### src/rtl/csa_pkg.sv
// Shared types and width helpers for the carry-save accumulator.
// Producers and consumers size their buses with the same functions.
package csa_pkg;

    typedef enum logic [1:0] {
        IDLE,
        ACCUM,
        RESOLVE,
        DONE
    } state_t;

    function automatic int clog2(input int v);
        int r;
        int x;
        r = 0;
        x = v - 1;
        while (x > 0) begin
            r++;
            x = x >> 1;
        end
        return r;
    endfunction

    function automatic int guard_w(input int max_ops);
        return clog2(max_ops);
    endfunction

    function automatic int ow_w(input int width, input int max_ops);
        return width + guard_w(max_ops);
    endfunction

    function automatic int nch_w(
        input int width,
        input int max_ops,
        input int chunk
    );
        return (ow_w(width, max_ops) + chunk - 1) / chunk;
    endfunction

    function automatic int cw_w(input int max_ops);
        return clog2(max_ops) + 1;
    endfunction

endpackage

### src/rtl/csa_row.sv
// W-bit 3:2 compressor. The carry vector comes out already shifted
// into weight position; the carry out of the top bit is dropped.
module csa_row #(
    parameter int W = 24
) (
    input  logic [W-1:0] a,
    input  logic [W-1:0] b,
    input  logic [W-1:0] c,
    output logic [W-1:0] sum,
    output logic [W-1:0] carry
);

    assign sum      = a ^ b ^ c;
    assign carry[0] = 1'b0;

    for (genvar i = 0; i < W - 1; i++) begin : gen_maj
        assign carry[i+1] = (a[i] & b[i])
                          | (a[i] & c[i])
                          | (b[i] & c[i]);
    end

endmodule

### src/rtl/csa_accumulator.sv
// Multi-operand accumulator: carry-save folding of a stream, then a
// chunked multi-cycle carry-propagate add and a valid/ready result.
module csa_accumulator
    import csa_pkg::*;
#(
    parameter  int WIDTH   = 20,
    parameter  int MAX_OPS = 16,
    parameter  int CHUNK   = 8,
    localparam int GUARD   = guard_w(MAX_OPS),
    localparam int OW      = ow_w(WIDTH, MAX_OPS),
    localparam int NCH     = nch_w(WIDTH, MAX_OPS, CHUNK),
    localparam int CW      = cw_w(MAX_OPS)
) (
    input  logic             clk,
    input  logic             reset,
    input  logic             in_valid,
    output logic             in_ready,
    input  logic [WIDTH-1:0] in_data,
    input  logic             in_last,
    output logic             out_valid,
    input  logic             out_ready,
    output logic [OW-1:0]    out_sum,
    output logic [CW-1:0]    out_count,
    output logic             out_maxhit
);

    localparam int KW = (NCH > 1) ? clog2(NCH) : 1;

    state_t          state_q;
    state_t          state_d;
    logic [OW-1:0]   s_q;
    logic [OW-1:0]   c_q;
    logic [OW-1:0]   sum_q;
    logic [OW-1:0]   sum_d;
    logic [CW-1:0]   count_q;
    logic [CW-1:0]   cnt_inc;
    logic [KW-1:0]   k_q;
    logic            carry_q;
    logic            valid_q;
    logic            maxhit_q;
    logic            acc;
    logic            at_max;
    logic            last_k;
    logic [OW-1:0]   opnd;
    logic [OW-1:0]   row_s;
    logic [OW-1:0]   row_c;
    logic [OW-1:0]   cand;
    logic [NCH-1:0]  cout;

    assign in_ready = ~reset
                    & ((state_q == IDLE) | (state_q == ACCUM));
    assign acc      = in_valid & in_ready;
    assign opnd     = {{GUARD{1'b0}}, in_data};
    assign cnt_inc  = count_q + CW'(1);
    assign at_max   = (cnt_inc == CW'(MAX_OPS));
    assign last_k   = (k_q == KW'(NCH - 1));

    // c_q already holds the carry vector in its weighted position
    csa_row #(.W(OW)) u_row (
        .a     (s_q),
        .b     (c_q),
        .c     (opnd),
        .sum   (row_s),
        .carry (row_c)
    );

    for (genvar j = 0; j < NCH; j++) begin : gen_chunk
        localparam int LO = j * CHUNK;
        localparam int HI = (LO + CHUNK > OW) ? OW - 1 : LO + CHUNK - 1;
        localparam int WJ = HI - LO + 1;
        logic [WJ:0] r;
        assign r = {1'b0, s_q[HI:LO]}
                 + {1'b0, c_q[HI:LO]}
                 + {{WJ{1'b0}}, carry_q};
        assign cand[HI:LO] = r[WJ-1:0];
        assign cout[j]     = r[WJ];
    end

    always_comb begin
        sum_d = sum_q;
        for (int b = 0; b < OW; b++) begin
            if ((b / CHUNK) == int'(k_q)) sum_d[b] = cand[b];
        end
    end

    always_comb begin
        state_d = state_q;
        case (state_q)
            IDLE: begin
                if (acc) state_d = in_last ? RESOLVE : ACCUM;
            end
            ACCUM: begin
                if (acc && (in_last || at_max)) state_d = RESOLVE;
            end
            RESOLVE: begin
                if (last_k) state_d = DONE;
            end
            DONE: begin
                if (out_ready) state_d = IDLE;
            end
            default: state_d = IDLE;
        endcase
    end

    always_ff @(posedge clk) begin
        if (reset) state_q <= IDLE;
        else       state_q <= state_d;
    end

    always_ff @(posedge clk) begin
        if (reset) begin
            s_q      <= '0;
            c_q      <= '0;
            sum_q    <= '0;
            count_q  <= '0;
            k_q      <= '0;
            carry_q  <= 1'b0;
            valid_q  <= 1'b0;
            maxhit_q <= 1'b0;
        end else begin
            case (state_q)
                IDLE: begin
                    if (acc) begin
                        s_q      <= opnd;
                        c_q      <= '0;
                        count_q  <= CW'(1);
                        maxhit_q <= 1'b0;
                        k_q      <= '0;
                        carry_q  <= 1'b0;
                    end
                end
                ACCUM: begin
                    if (acc) begin
                        s_q      <= row_s;
                        c_q      <= row_c;
                        count_q  <= cnt_inc;
                        maxhit_q <= at_max & ~in_last;
                        k_q      <= '0;
                        carry_q  <= 1'b0;
                    end
                end
                RESOLVE: begin
                    sum_q   <= sum_d;
                    carry_q <= cout[k_q];
                    k_q     <= k_q + KW'(1);
                    if (last_k) valid_q <= 1'b1;
                end
                DONE: begin
                    if (out_ready) valid_q <= 1'b0;
                end
                default: ;
            endcase
        end
    end

    assign out_valid  = valid_q;
    assign out_sum    = sum_q;
    assign out_count  = count_q;
    assign out_maxhit = maxhit_q;

endmodule

### config.mk
export PLATFORM = sky130hd
export DESIGN_NAME = csa_accumulator
export DESIGN_NICKNAME = d
export VERILOG_FILES = /design/src/rtl/csa_pkg.sv /design/src/rtl/csa_row.sv /design/src/rtl/csa_accumulator.sv
export SDC_FILE = /design/constraint.sdc
export NUM_CORES = 1
export LEC_CHECK = 0
export ABC_AREA = 1
export BUFFER_PORTS_ARGS = -buffer_cell sky130_fd_sc_hd__clkbuf_2
export CORE_MARGIN = 3
export CORE_UTILIZATION = 55
export DETAILED_ROUTE_END_ITERATION = 7
export MAX_ROUTING_LAYER = met4
export PLACE_DENSITY_LB_ADDON = 0.15
export SYNTH_ARGS = -nofsm -noshare
export SYNTH_HDL_FRONTEND = slang
export SYNTH_SLANG_ARGS = --single-unit
### constraint.sdc
create_clock -name clk -period 2.6 [get_ports clk]
set_clock_uncertainty 0.2 [all_clocks]
set_input_delay 0.13 -clock clk [delete_from_list [all_inputs] [get_ports clk]]
set_output_delay 0.13 -clock clk [all_outputs]
set_load 0.01 [all_outputs]
Word level (Yosys, flattened, before mapping)
Index checks and enable logic that the tools add are counted.

Bits of input ports: 25. Register bits: 84. Logic and storage cells: 185.

Bitwise operators: 111. Reduce and logical (&&, ||, !) cells: 15. Add/subtract/negate cells: 8. Equality and inequality tests: 13. Mux-type cells: 26. Magnitude comparators: 1.

Operator list (number): $mux 24 (4); $pmux 24 s2 (2); $and 1x1->1 (66); $or 1x1->1 (41); $add 8x8->9 (3); $add 9x1->9 (3); $xor 24x20->24 (1); $xor 24x24->24 (1); $mux 2 (6); $mux 5 (2); $pmux 5 s2 (1); $ne 2x2->1 const B (4); $pmux 2 s4 (1); $reduce_and 2->1 (4); $eq 2x2->1 const B (3); $pmux 1 s2 (3); $reduce_and 3->1 (2); $reduce_bool 2->1 (3); $add 5x1->5 const B (1); $eq 5x5->1 const B (1); $mux 1 (5); $eq 2x2->1 const A (2); $logic_not 2->1 (2); $ne 2x1->1 const B (2); 10 further kinds (11).

Longest topological paths before layout
Gate-level depths: netlist of run 1.

Word-level depth: 7. Gate-level depth with buffers: 12.

Hierarchy
Synthesis of run 1 repeated with hierarchy kept, for this count alone.

Cell total of the unflattened synthesis: 635. Area total of the unflattened synthesis: 4865.9 um^2.

Modules (own cells, without submodules): csa_accumulator (cells an instance 601, instances 1, area an instance 4359.2 um^2, sequential area each 1681.6 um^2); csa_row (cells an instance 34, instances 1, area an instance 506.7 um^2, sequential area each 0.0 um^2).

Worst setup path before layout of run 1
No wires, ideal clock.

Path kind: flip-flop to flip-flop. Start: register s_q[8]. End: register sum_q[14] (netlist: out_sum[14]). Required time: 2.291 ns. Path slack: 0.657 ns. Stages on the path, launching flop included: 12. Arrival: 1.634 ns. Cell sequence: dfxtp_1 inv_1 fa_1 inv_1 fa_1 nand3_1 nand3_1 a21oi_1 xor2_1 nand2_1 nand2_1 inv_1.

Word-level cells in the longest chain between the ends: 2.

Ends and longest elaborated chain: from (decl) (RTL line csa_accumulator.sv:31) `logic [OW-1:0] s_q;`; from (signal assigned) (RTL line csa_accumulator.sv:124) `s_q <= opnd;`; from (signal assigned) (RTL line csa_accumulator.sv:134) `s_q <= row_s;`; $add 8x8->9 (RTL line csa_accumulator.sv:73) `+ {1'b0, c_q[HI:LO]}`; $add 9x1->9 (RTL line csa_accumulator.sv:74) `+ {{WJ{1'b0}}, carry_q};`; to (signal assigned) (RTL line csa_accumulator.sv:143) `sum_q <= sum_d;`; to (decl) (RTL line csa_accumulator.sv:33) `logic [OW-1:0] sum_q;`.

No other way between the ends. A chain may end at the register's enable or synchronous reset.

Worst setup path in the final report of run 1
Start: register carry_q. End: register sum_q[14] (netlist: out_sum[14]).

Word-level cells in the longest chain between the ends: 1.

Ends and longest elaborated chain: from (decl) (RTL line csa_accumulator.sv:38) `logic carry_q;`; from (signal assigned) (RTL line csa_accumulator.sv:144) `carry_q <= cout[k_q];`; $add 9x1->9 (RTL line csa_accumulator.sv:74).

No other way between the ends.

==> metrics.txt, run 1 <==
Die Wd=between 100 and 150 µm; vias in the first global route=about 4200; P&R area growth vs syn=16.02%; non-filler cells, final=between 800 and 900; crit path max fanout=3; Placement Cell Area=~5400 µm²; final hold slack=0.01911 ns; post-route cell area=a little under 6000 µm²; sequential-to-total area share from yosys stat=33.03%; Crit. End Element=flip-flop; GRT Total Usage=23.51%; hold path depth=4; final hold vios=0; PortBufs=56; Final ANT Viol Nets=0; pin count of the biggest net entering global routing=50; top cell type's share of synthesized area=33.03%; die area=10330 µm²; initial antenna violation count=0; total core area=around 8800 µm²; worst-case vdd ir drop=approximately 0.42 mV; H-Tree Depth=3; post-layout min period=approximately 2.2 ns; top cells by count, synth=inv_1, nand2_1, dfxtp_1; Hold-fix buffers, CTS=22; Worst slew margin=59.34%; Crit path top cell by count=inv_1; async set or reset register ratio after synthesis=0%; Setup-failing EPs final=0; synth unique cells=34; Final #Nets=just over 800; Peak Freq=about 450 MHz; drt pass-1 iters=4; fin crit share=between 80 and 90%; RR Endpoint=out_sum[14]; clock share of power=approximately 31%; main flop type after synthesis=dfxtp_1; EDFF count, synth=0; clk sink count=83; syn_nets=755; Avg Synthesized Cell Area=about 7.5 µm²; Area contributors post-synth=dfxtp_1, inv_1, fa_1; Post-CTS Setup Inserts=0; Via-to-Cell Ratio=around 5.2; outcome=complete, no violations; Internal Power=2.465 mW; CTS resizes=0; post-synth top area cell=dfxtp_1; Design Power=approximately 3.7 mW; slowest stage delay, CP=0.40 ns; drt total wl=between 10000 and 15000 µm; Iteration-0 DRC Markers=around 170; fill count=760; combinational group share of total power=between 20 and 30%; Startpoint Class=flip-flop; Flop pwr share=between 40 and 50%; WS Path Type=reg -> reg; max-slew violations=0; mapped cell area=5030 µm²; Synth Instances=between 600 and 700; unrepaired setup endpoints after global routing=false; DRT met1 WL=about 5300 µm; FF-to-FF setup slack=between 0.3 and 0.4 ns; # IOs=57; Switching Power=approximately 1.2 mW; leading cell type by number of instances after synthesis=inv_1; placed insts=818; GRT overflow=0; WL met3=between 400 and 500 µm; hold wc startpoint=out_ready; P_leak=between 2 and 3 nW; ANT cells=0; Avg WL per Cell=between 10 and 15 µm; CTS buffer count=9; global-route wire length before repair=roughly 19000 µm; clk buf depth=2; dpl hpwl=~8000 µm; reg2reg start=carry_q; root buf cell=clkbuf_8; Hold Crit Endpoint=out_valid; Max Used Layer=met4; FF-to-FF path depth=11; max capacitance violation total=0; Crit path required time=roughly 2.7 ns; switching share of power=about a third; TritonCTS clock tree=built; Pwr Density=634.7 nW/µm²; RePlAce Congestion=between 0.8 and 0.9; Met2 Wirelength=roughly 5200 µm; Clock transition at path regs=~0.09 ns; crit path cell chain=inv_1 > fa_1 > inv_1 > fa_1 > nand3_1 > nand3_1 > a21oi_1 > xor2_1 > nand2_1 > nand2_1 > inv_1; FF+latch count, synth=slightly above 80; HP Class=in -> reg; Clk Latency, worst-skew pair=about 0.36 ns; Starting Density=a little under three fifths; drt drc=0; share of layout cells above drive strength 1=a little under an eighth; total number of vias=roughly 4500; Synth Warn #=0; slowest CP cell=fa_1; CP arrival=roughly 2.3 ns; setup TNS=0 ns; Least-Margin Pin Slew=0.6061 ns; row cnt=34; Die Ht=between 100 and 150 µm
worst max-delay path by stage:
| stage | from | to | cells past startpoint |
|---|---|---|---|
| 6_report | carry_q | out_sum[14] | 11 |
| 2_1_floorplan | s_q[8] | out_sum[14] | 11 |
| 5_1_grt | carry_q | out_sum[14] | 11 |
| 4_1_cts | carry_q | out_sum[14] | 11 |
| 3_3_place_gp | carry_q | out_sum[14] | 11 |
| 3_5_place_dp | state_q[0] | k_q[0] | 10 |
placed cells by master (no fill, tap or decap), types with 4 or more instances in the layout:
master,n
inv_1,135
nand2_1,103
dfxtp_1,83
nor2_1,80
clkbuf_2,56
a211oi_1,38
a21oi_1,37
nand3_1,32
ha_1,31
o21ai_0,25
fa_1,24
dlygate4sd3_1,22
o22ai_1,19
clkbuf_8,10
xor2_1,6
buf_4,5
nand4_1,4
o21bai_1,4
xnor2_1,4
power groups by stage:
stage | combinational, mW | clock [mW] | sequential [mW]
detailed placement | 1.03 | 0 | 1.53
floorplan | 0.735 | 0 | 1.54
global placement | 0.993 | 0 | 1.52
finish | 1.07 | 1.14 | 1.50
CTS | 1.07 | 1.15 | 1.50
global route | 1.22 | 1.20 | 1.51
metal layers:
layer	vias to the layer above	track usage [%]
li1	2282	-
met1	2052	30.79
met2	96	37.78
met3	23	2.824
met4	0	7.975
met5	-	-
worst max-delay path: cells and delay by family (launching register included):
| kind | cells | cell delay, ns |
|---|---|---|
| AND/OR/NAND/NOR | 4 | 0.40 |
| buffers and inverters | 3 | 0.23 |
| AO/OA/AOI/OAI | 1 | 0.20 |
| XOR/XNOR | 1 | 0.16 |
| flip-flops | 1 | 0.34 |
| adder cells (fa/ha/maj) | 2 | 0.60 |
registers in the layout (all words and copies together), names as in the netlist, 2 cells and up:
| name | count |
|---|---|
| k_q | 2 |
| out_count | 5 |
| s_q | 24 |
| out_sum | 24 |
| c_q | 23 |
| state_q | 2 |
final cells by class:
| class | count | area (µm²) | area share, % |
|---|---|---|---|
| timing repair buffer | 84 | 558.0 | 9.563 |
| clock inverter | 5 | 100.1 | 1.715 |
| clock buffer | 11 | 141.4 | 2.423 |
| sequential | 83 | 1662 | 28.47 |
| multi-input combinational | 428 | 2725 | 46.70 |
| tap | 108 | 135.1 | 2.316 |
| inverter | 137 | 514.2 | 8.812 |
kinds of logic after synthesis:
kind of cell             count (synthesis)  share of synthesized area [%]
buffers and inverters                  164                          12.84
multiplexers                             1                         0.1990
flip-flops                              83                          33.03
AO/OA/AOI/OAI                          133                          16.32
adder cells (fa/ha/maj)                 55                          17.26
AND/OR/NAND/NOR                        229                          18.61
XOR/XNOR                                10                          1.741
per-stage QoR:
step	utilization [%]	worst slack (ns)
6_report	66.27	0.3755
5_1_grt	66.27	0.2070
4_1_cts	66.27	0.3857
3_5_place_dp	61.03	0.4373
3_3_place_gp	61.03	0.4801
2_1_floorplan	-	0.6567
(Power assumes the default switching activity.)
==> run 2: changes to the inputs <==
- CTS_BUF_LIST: not set -> sky130_fd_sc_hd__clkbuf_8
==> metrics.txt, run 2 (same netlist as run 1, synthesis figures left out) <==
total core area=8806 µm² (unchanged); Crit path top cell by count=inv_1; outcome=complete, no violations; placed insts=818 (unchanged); Flop pwr share=40.5% (about the same); Hold-fix buffers, CTS=22 (unchanged); drt drc=0 (unchanged); CTS buffer count=9 (unchanged); most frequent cells in the layout=inv_1, nand2_1, dfxtp_1, nor2_1, clkbuf_2; Avg WL per Cell=13.10 µm (about the same); RePlAce Congestion=0.8660 (unchanged); Crit. End Element=flip-flop; max capacitance violation total=0 (unchanged); post-layout min period=2.224 ns (-0.0001630 ns); Least-Margin Pin Slew=0.6085 ns (+0.002411 ns); Clock transition at path regs=0.09 ns (about the same); crit path cell chain=inv_1 > fa_1 > inv_1 > fa_1 > nand3_1 > nand3_1 > a21oi_1 > xor2_1 > nand2_1 > nand2_1 > inv_1; Design Power=3.701 mW (about the same); die area=10330 µm² (unchanged); Post-CTS Setup Inserts=0 (unchanged); met3 Resource Use GR=2.824% (unchanged); H-Tree Depth=3 (unchanged); Worst slew margin=59.18% (-0.16 points); P&R area growth vs syn=16.02% (unchanged); Internal Power=2.461 mW (-0.16%); total number of vias=4451 (-0.045%); dpl hpwl=7926 µm (unchanged); Final ANT Viol Nets=0 (unchanged); Die Ht=101.6 µm (unchanged); pin count of the biggest net entering global routing=50 (unchanged); drt total wl=11210 µm (about the same); PortBufs=56 (unchanged); Util after Layout=66.27% (unchanged); max-slew violations=0 (unchanged); Final #Nets=823 (unchanged); unrepaired setup endpoints after global routing=false; clk sink count=83 (unchanged); TritonCTS clock tree=built; PnR worst setup slack=0.3757 ns (+0.0001630 ns); GRT Total Usage=23.51% (unchanged); Peak Freq=449.6 MHz (about the same); slowest CP cell=fa_1; post-route cell area=5836 µm² (unchanged); met2 Usage GRT=37.78% (unchanged); HP Class=in -> reg; drt pass-1 iters=4 (unchanged); Clk Latency, worst-skew pair=0.36 ns (about the same); pre-CTS WS=0.4373 ns (unchanged); Switching Power=1.240 mW (about the same); Most Used Layer, Global Route=met2; Via-to-Cell Ratio=5.200 (about the same); share of layout cells above drive strength 1=11.36% (unchanged); non-filler cells, final=856 (unchanged); fin crit share=85.55% (about the same); final hold vios=0 (unchanged); initial antenna violation count=0 (unchanged); Starting Density=57.12% (unchanged); crit path max fanout=3 (unchanged); clk buf depth=2 (unchanged); M1 GR Usage=30.79% (unchanged); switching share of power=33.50% (+0.042 points); root buf cell=clkbuf_8; GRT overflow=0 (unchanged); Placement Cell Area=5374 µm² (unchanged); row cnt=34 (unchanged); Startpoint Class=flip-flop; worst-case vdd ir drop=0.4218 mV (about the same); CP arrival=2.28 ns (about the same); combinational group share of total power=28.9% (about the same); # IOs=57 (unchanged); P_leak=2.759 nW (+0.15%); global-route wire length before repair=18980 µm (unchanged); commonest non-fill, non-tap cell in the layout=inv_1; slowest stage delay, CP=0.40 ns (about the same); Pwr Density=634.1 nW/µm² (about the same); Iteration-0 DRC Markers=171 (unchanged); final hold slack=0.01928 ns (+0.0001707 ns); ANT cells=0 (unchanged); Die Wd=101.6 µm (unchanged); WS Path Type=reg -> reg; clock share of power=30.7% (about the same); Crit path required time=2.66 ns (about the same); vias in the first global route=4235 (unchanged); CTS resizes=0 (unchanged); setup TNS=0 ns (unchanged); Setup-failing EPs final=0 (unchanged)
==> run 2: cell type report <==
cell class,instances,area [µm²]
inverters,137,514.2
multi-input cells,428,2725
clock buffers,10,137.6
fillers,760,2970
clock inverters,6,103.9
well taps,108,135.1
repair buffers,84,558.0
flip-flops and latches,83,1662
==> run 2: worst max-delay path, delay by kind of cell (launching register included) <==
| family | cells | cell delay (ns) |
|---|---|---|
| AOI/OAI and AO/OA | 1 | 0.20 |
| buffers and inverters | 3 | 0.23 |
| xor gates and xnor gates | 1 | 0.16 |
| and+or+nand+nor | 4 | 0.40 |
| DFF | 1 | 0.34 |
| adders and majority gates | 2 | 0.60 |
==> run 2: worst paths after layout <==
check	slack, ns	depth (start not counted)	endpoint	from
worst min register to register	0.27	2	c_q[20]	c_q[20]
worst max register to register	0.38	11	out_sum[14]	carry_q
worst min-delay path	0.02	4	out_valid	out_ready
worst max-delay path	0.38	11	out_sum[14]	carry_q
==> run 2: power groups by stage <==
stage          Sequential, mW  Combinational [mW]  Clock (mW)
3_3_place_gp             1.52               0.993           0
6_report                 1.50                1.07        1.13
5_1_grt                  1.51                1.22        1.20
4_1_cts                  1.50                1.07        1.15
3_5_place_dp             1.53                1.03           0
2_1_floorplan            1.54               0.735           0
==> run 2: per-layer routing <==
metal | part of all wire, % | up-vias
met1 | 48 | 2051
met5 | 0 | -
met2 | 46 | 94
li1 | - | 2283
met4 | 1.7 | 0
met3 | 4.2 | 23
==> run 3: changes to the inputs <==
- CORE_UTILIZATION: 55 -> 60
- SYNTH_HIERARCHICAL: not set -> 1
==> metrics.txt, run 3 <==
met2 Usage GRT=48.02% (+10 points); Most Used Layer, Global Route=met2; total core area=7807 µm² (-11%); root buf cell=clkbuf_8; Clock transition at path regs=0.08 ns (about the same); Die Ht=96.06 µm (-5.5%); Pwr Density=664.3 nW/µm² (+4.8%); Avg WL per Cell=13.93 µm (+6.4%); synth unique cells=28 (-18%); crit path cell chain=inv_1 > fa_1 > inv_1 > fa_1 > nand3_1 > nand3_1 > a31oi_1 > inv_1 > nand2_1 > nand3_1 > nand2_1 > inv_1; sequential cell area=1682 µm² (+1.2%); Switching Power=1.358 mW (+9.6%); HP Class=in -> reg; Flop pwr share=41.6% (+1.1 points); fill count=632 (-17%); RePlAce Congestion=0.9047 (+4.5%); top cells by count, synth=nand2_1, dfxtp_1, inv_1; row cnt=32 (-5.9%); XOR/XNOR Fraction of Synth Area=2.520% (+0.78 points); outcome=complete, no violations; Setup-failing EPs final=0 (unchanged); WS Path Type=reg -> reg; Crit path top cell by count=inv_1; pin count of the biggest net entering global routing=52 (+4.0%); top cell type's share of synthesized area=34.56% (+1.5 points); clock share of power=27.2% (-3.5 points); clk buf depth=2 (unchanged); main flop type after synthesis=dfxtp_1; leading cell type by number of instances after synthesis=nand2_1; P_leak=2.701 nW (-2.1%); CP arrival=2.29 ns (about the same); main combinational cell family by area after synthesis=simple AND/OR/NAND/NOR gates; ANT cells=0 (unchanged); Final ANT Viol Nets=0 (unchanged); PortBufs=56 (unchanged); EDFF count, synth=0 (unchanged); Peak Freq=448.0 MHz (-0.34%); initial antenna violation count=0 (unchanged); fin crit share=85.84% (+0.29 points); max-slew violations=0 (unchanged); Post-Synth Simple-Gate Area=20.26% (+1.7 points); setup TNS=0 ns (unchanged); Worst slew margin=46.70% (-12 points); Least-Margin Pin Slew=0.7976 ns (+0.1891 ns); met3 Resource Use GR=5.629% (+2.8 points); Internal Power=2.396 mW (-2.6%); drt drc=0 (unchanged); GRT overflow=0 (unchanged); H-Tree Depth=3 (unchanged); unrepaired setup endpoints after global routing=false; slowest stage delay, CP=0.39 ns (about the same); CTS buffer count=9 (unchanged); Via-to-Cell Ratio=5.411 (+4.1%); crit-path leading delay family=adder cells; Final #Nets=791 (-3.9%); M1 GR Usage=31.16% (+0.37 points); Crit. End Element=flip-flop; CTS resizes=0 (unchanged); dpl hpwl=7868 µm (-0.74%); Startpoint Class=flip-flop; commonest non-fill, non-tap cell in the layout=nand2_1; most frequent cells in the layout=nand2_1, dfxtp_1, inv_1, a21oi_1, clkbuf_2; drt pass-1 iters=4 (unchanged); share of layout cells above drive strength 1=11.64% (+0.28 points); Crit path required time=2.66 ns (about the same); switching share of power=36.18% (+2.7 points); adder-cell share of the synthesized area=19.39% (+2.1 points); final hold vios=0 (unchanged); Iteration-0 DRC Markers=201 (+18%); max capacitance violation total=0 (unchanged); Die Wd=96.06 µm (-5.5%); async set or reset register ratio after synthesis=0% (unchanged); WP buf/inv=4 (+1); Area contributors post-synth=dfxtp_1, nand2_1, fa_1; P&R area growth vs syn=16.15%; vias in the first global route=4345 (+2.6%); non-filler cells, final=815 (-4.8%); Synth Area in Compound Gates=15.40% (-0.92 points); slowest CP cell=fa_1; GRT Total Usage=27.56% (+4.1 points); # IOs=57 (unchanged); global-route wire length before repair=19220 µm (+1.3%); Clk Latency, worst-skew pair=0.35 ns (about the same); sequential-to-total area share from yosys stat=34.56% (+1.5 points); Starting Density=62.32% (+5.2 points); FF+latch count, synth=84 (+1.2%); crit path max fanout=3 (unchanged); Synth Instances=635 (-5.9%); Avg Synthesized Cell Area=7.663 µm² (+2.8%); TritonCTS clock tree=built; die area=9227 µm² (-11%); placed insts=777 (-5.0%); post-synth top area cell=dfxtp_1; post-layout min period=2.232 ns (+0.007596 ns); post-synthesis mux area share=0% (-0.20 points); multi-input logic area=2824 µm² (+3.6%); Synth Warn #=6 (+6); combinational group share of total power=31.2% (+2.3 points); clk sink count=84 (+1.2%); total number of vias=4410 (-0.92%); worst-case vdd ir drop=0.4435 mV (+5.1%); mapped cell area=4866 µm² (-3.3%); drt total wl=11360 µm (+1.3%)
-- run 3: cell count changes after synthesis, sizes merged, moves of 5 or more --
cell	delta
o21ai	+22
a211oi	-38
fa	+5
nand2	+66
nor2	-32
nand3	-8
o22ai	-18
a31oi	+25
a21oi	+18
inv	-73
-- run 3: through the flow --
stage / power [mW] / hold WS, ns / cell area [µm²] / worst slack [ns] / util (%)
final: 3.755 / 0.1864 / 5652 / 0.3681 / 72.39
after global routing: 3.994 / 0.2316 / 5652 / 0.09404 / 72.39
after CTS: 3.772 / 0.1673 / 5652 / 0.3658 / 72.39
after detailed placement: 2.727 / 0.2167 / 5210 / 0.3738 / 66.73
after global placement: 2.680 / 0.2054 / 5210 / 0.3941 / 66.73
after floorplan: 2.391 / 0.09048 / 4881 / 0.6388 / -
-- run 3: layout make-up --
| cell class | count | area share, % |
|---|---|---|
| timing repair buffer | 86 | 9.918 |
| tap | 102 | 2.258 |
| sequential | 84 | 29.75 |
| clock buffer | 13 | 3.166 |
| inverter | 63 | 4.184 |
| clock inverter | 3 | 0.7527 |
| multi-input combinational | 464 | 49.97 |
-- run 3: kinds of logic after synthesis --
kind of cell,count (synthesis)
AOI/OAI and AO/OA,138
xor gates and xnor gates,14
adders and majority gates,58
buffers and inverters,91
DFF,84
other,2
and+or+nand+nor,248
-- run 3: what timing repair did --
item	4_1_cts	5_1_grt
hold buffers	22	0
setup buffers	0	0
setup endpoints to repair	0	0
endpoints found under the hold margin	22	0
-- run 3: worst paths after layout --
| check | startpoint | end | slack [ns] | depth (start not counted) |
|---|---|---|---|---|
| setup / recovery | carry_q | out_sum[22] | 0.37 | 12 |
| hold / removal | in_valid | out_count[4] | 0.19 | 5 |
| setup reg to reg | carry_q | out_sum[22] | 0.37 | 12 |
| hold reg to reg | carry_q | carry_q | 0.27 | 2 |
-- run 3: metal layers --
| layer | part of all wire (%) | up-vias |
|---|---|---|
| met5 | 0 | - |
| met2 | 50 | 118 |
| met1 | 42 | 2081 |
| met4 | 1.9 | 0 |
| li1 | - | 2191 |
| met3 | 5.5 | 20 |
-- run 3: power by group through the flow --
stage	Clock (mW)	Combinational (mW)	Sequential (mW)
floorplan	0	0.797	1.59
global placement	0	1.10	1.58
detailed placement	0	1.13	1.59
CTS	1.04	1.17	1.56
global route	1.08	1.33	1.59
finish	1.02	1.17	1.56
-- run 3: worst min-delay path: cells and delay by family --
kind,cells,cell delay (ns)
AOI/OAI and AO/OA,1,0.05
and+or+nand+nor,2,0.20
buffers and inverters,2,0.31
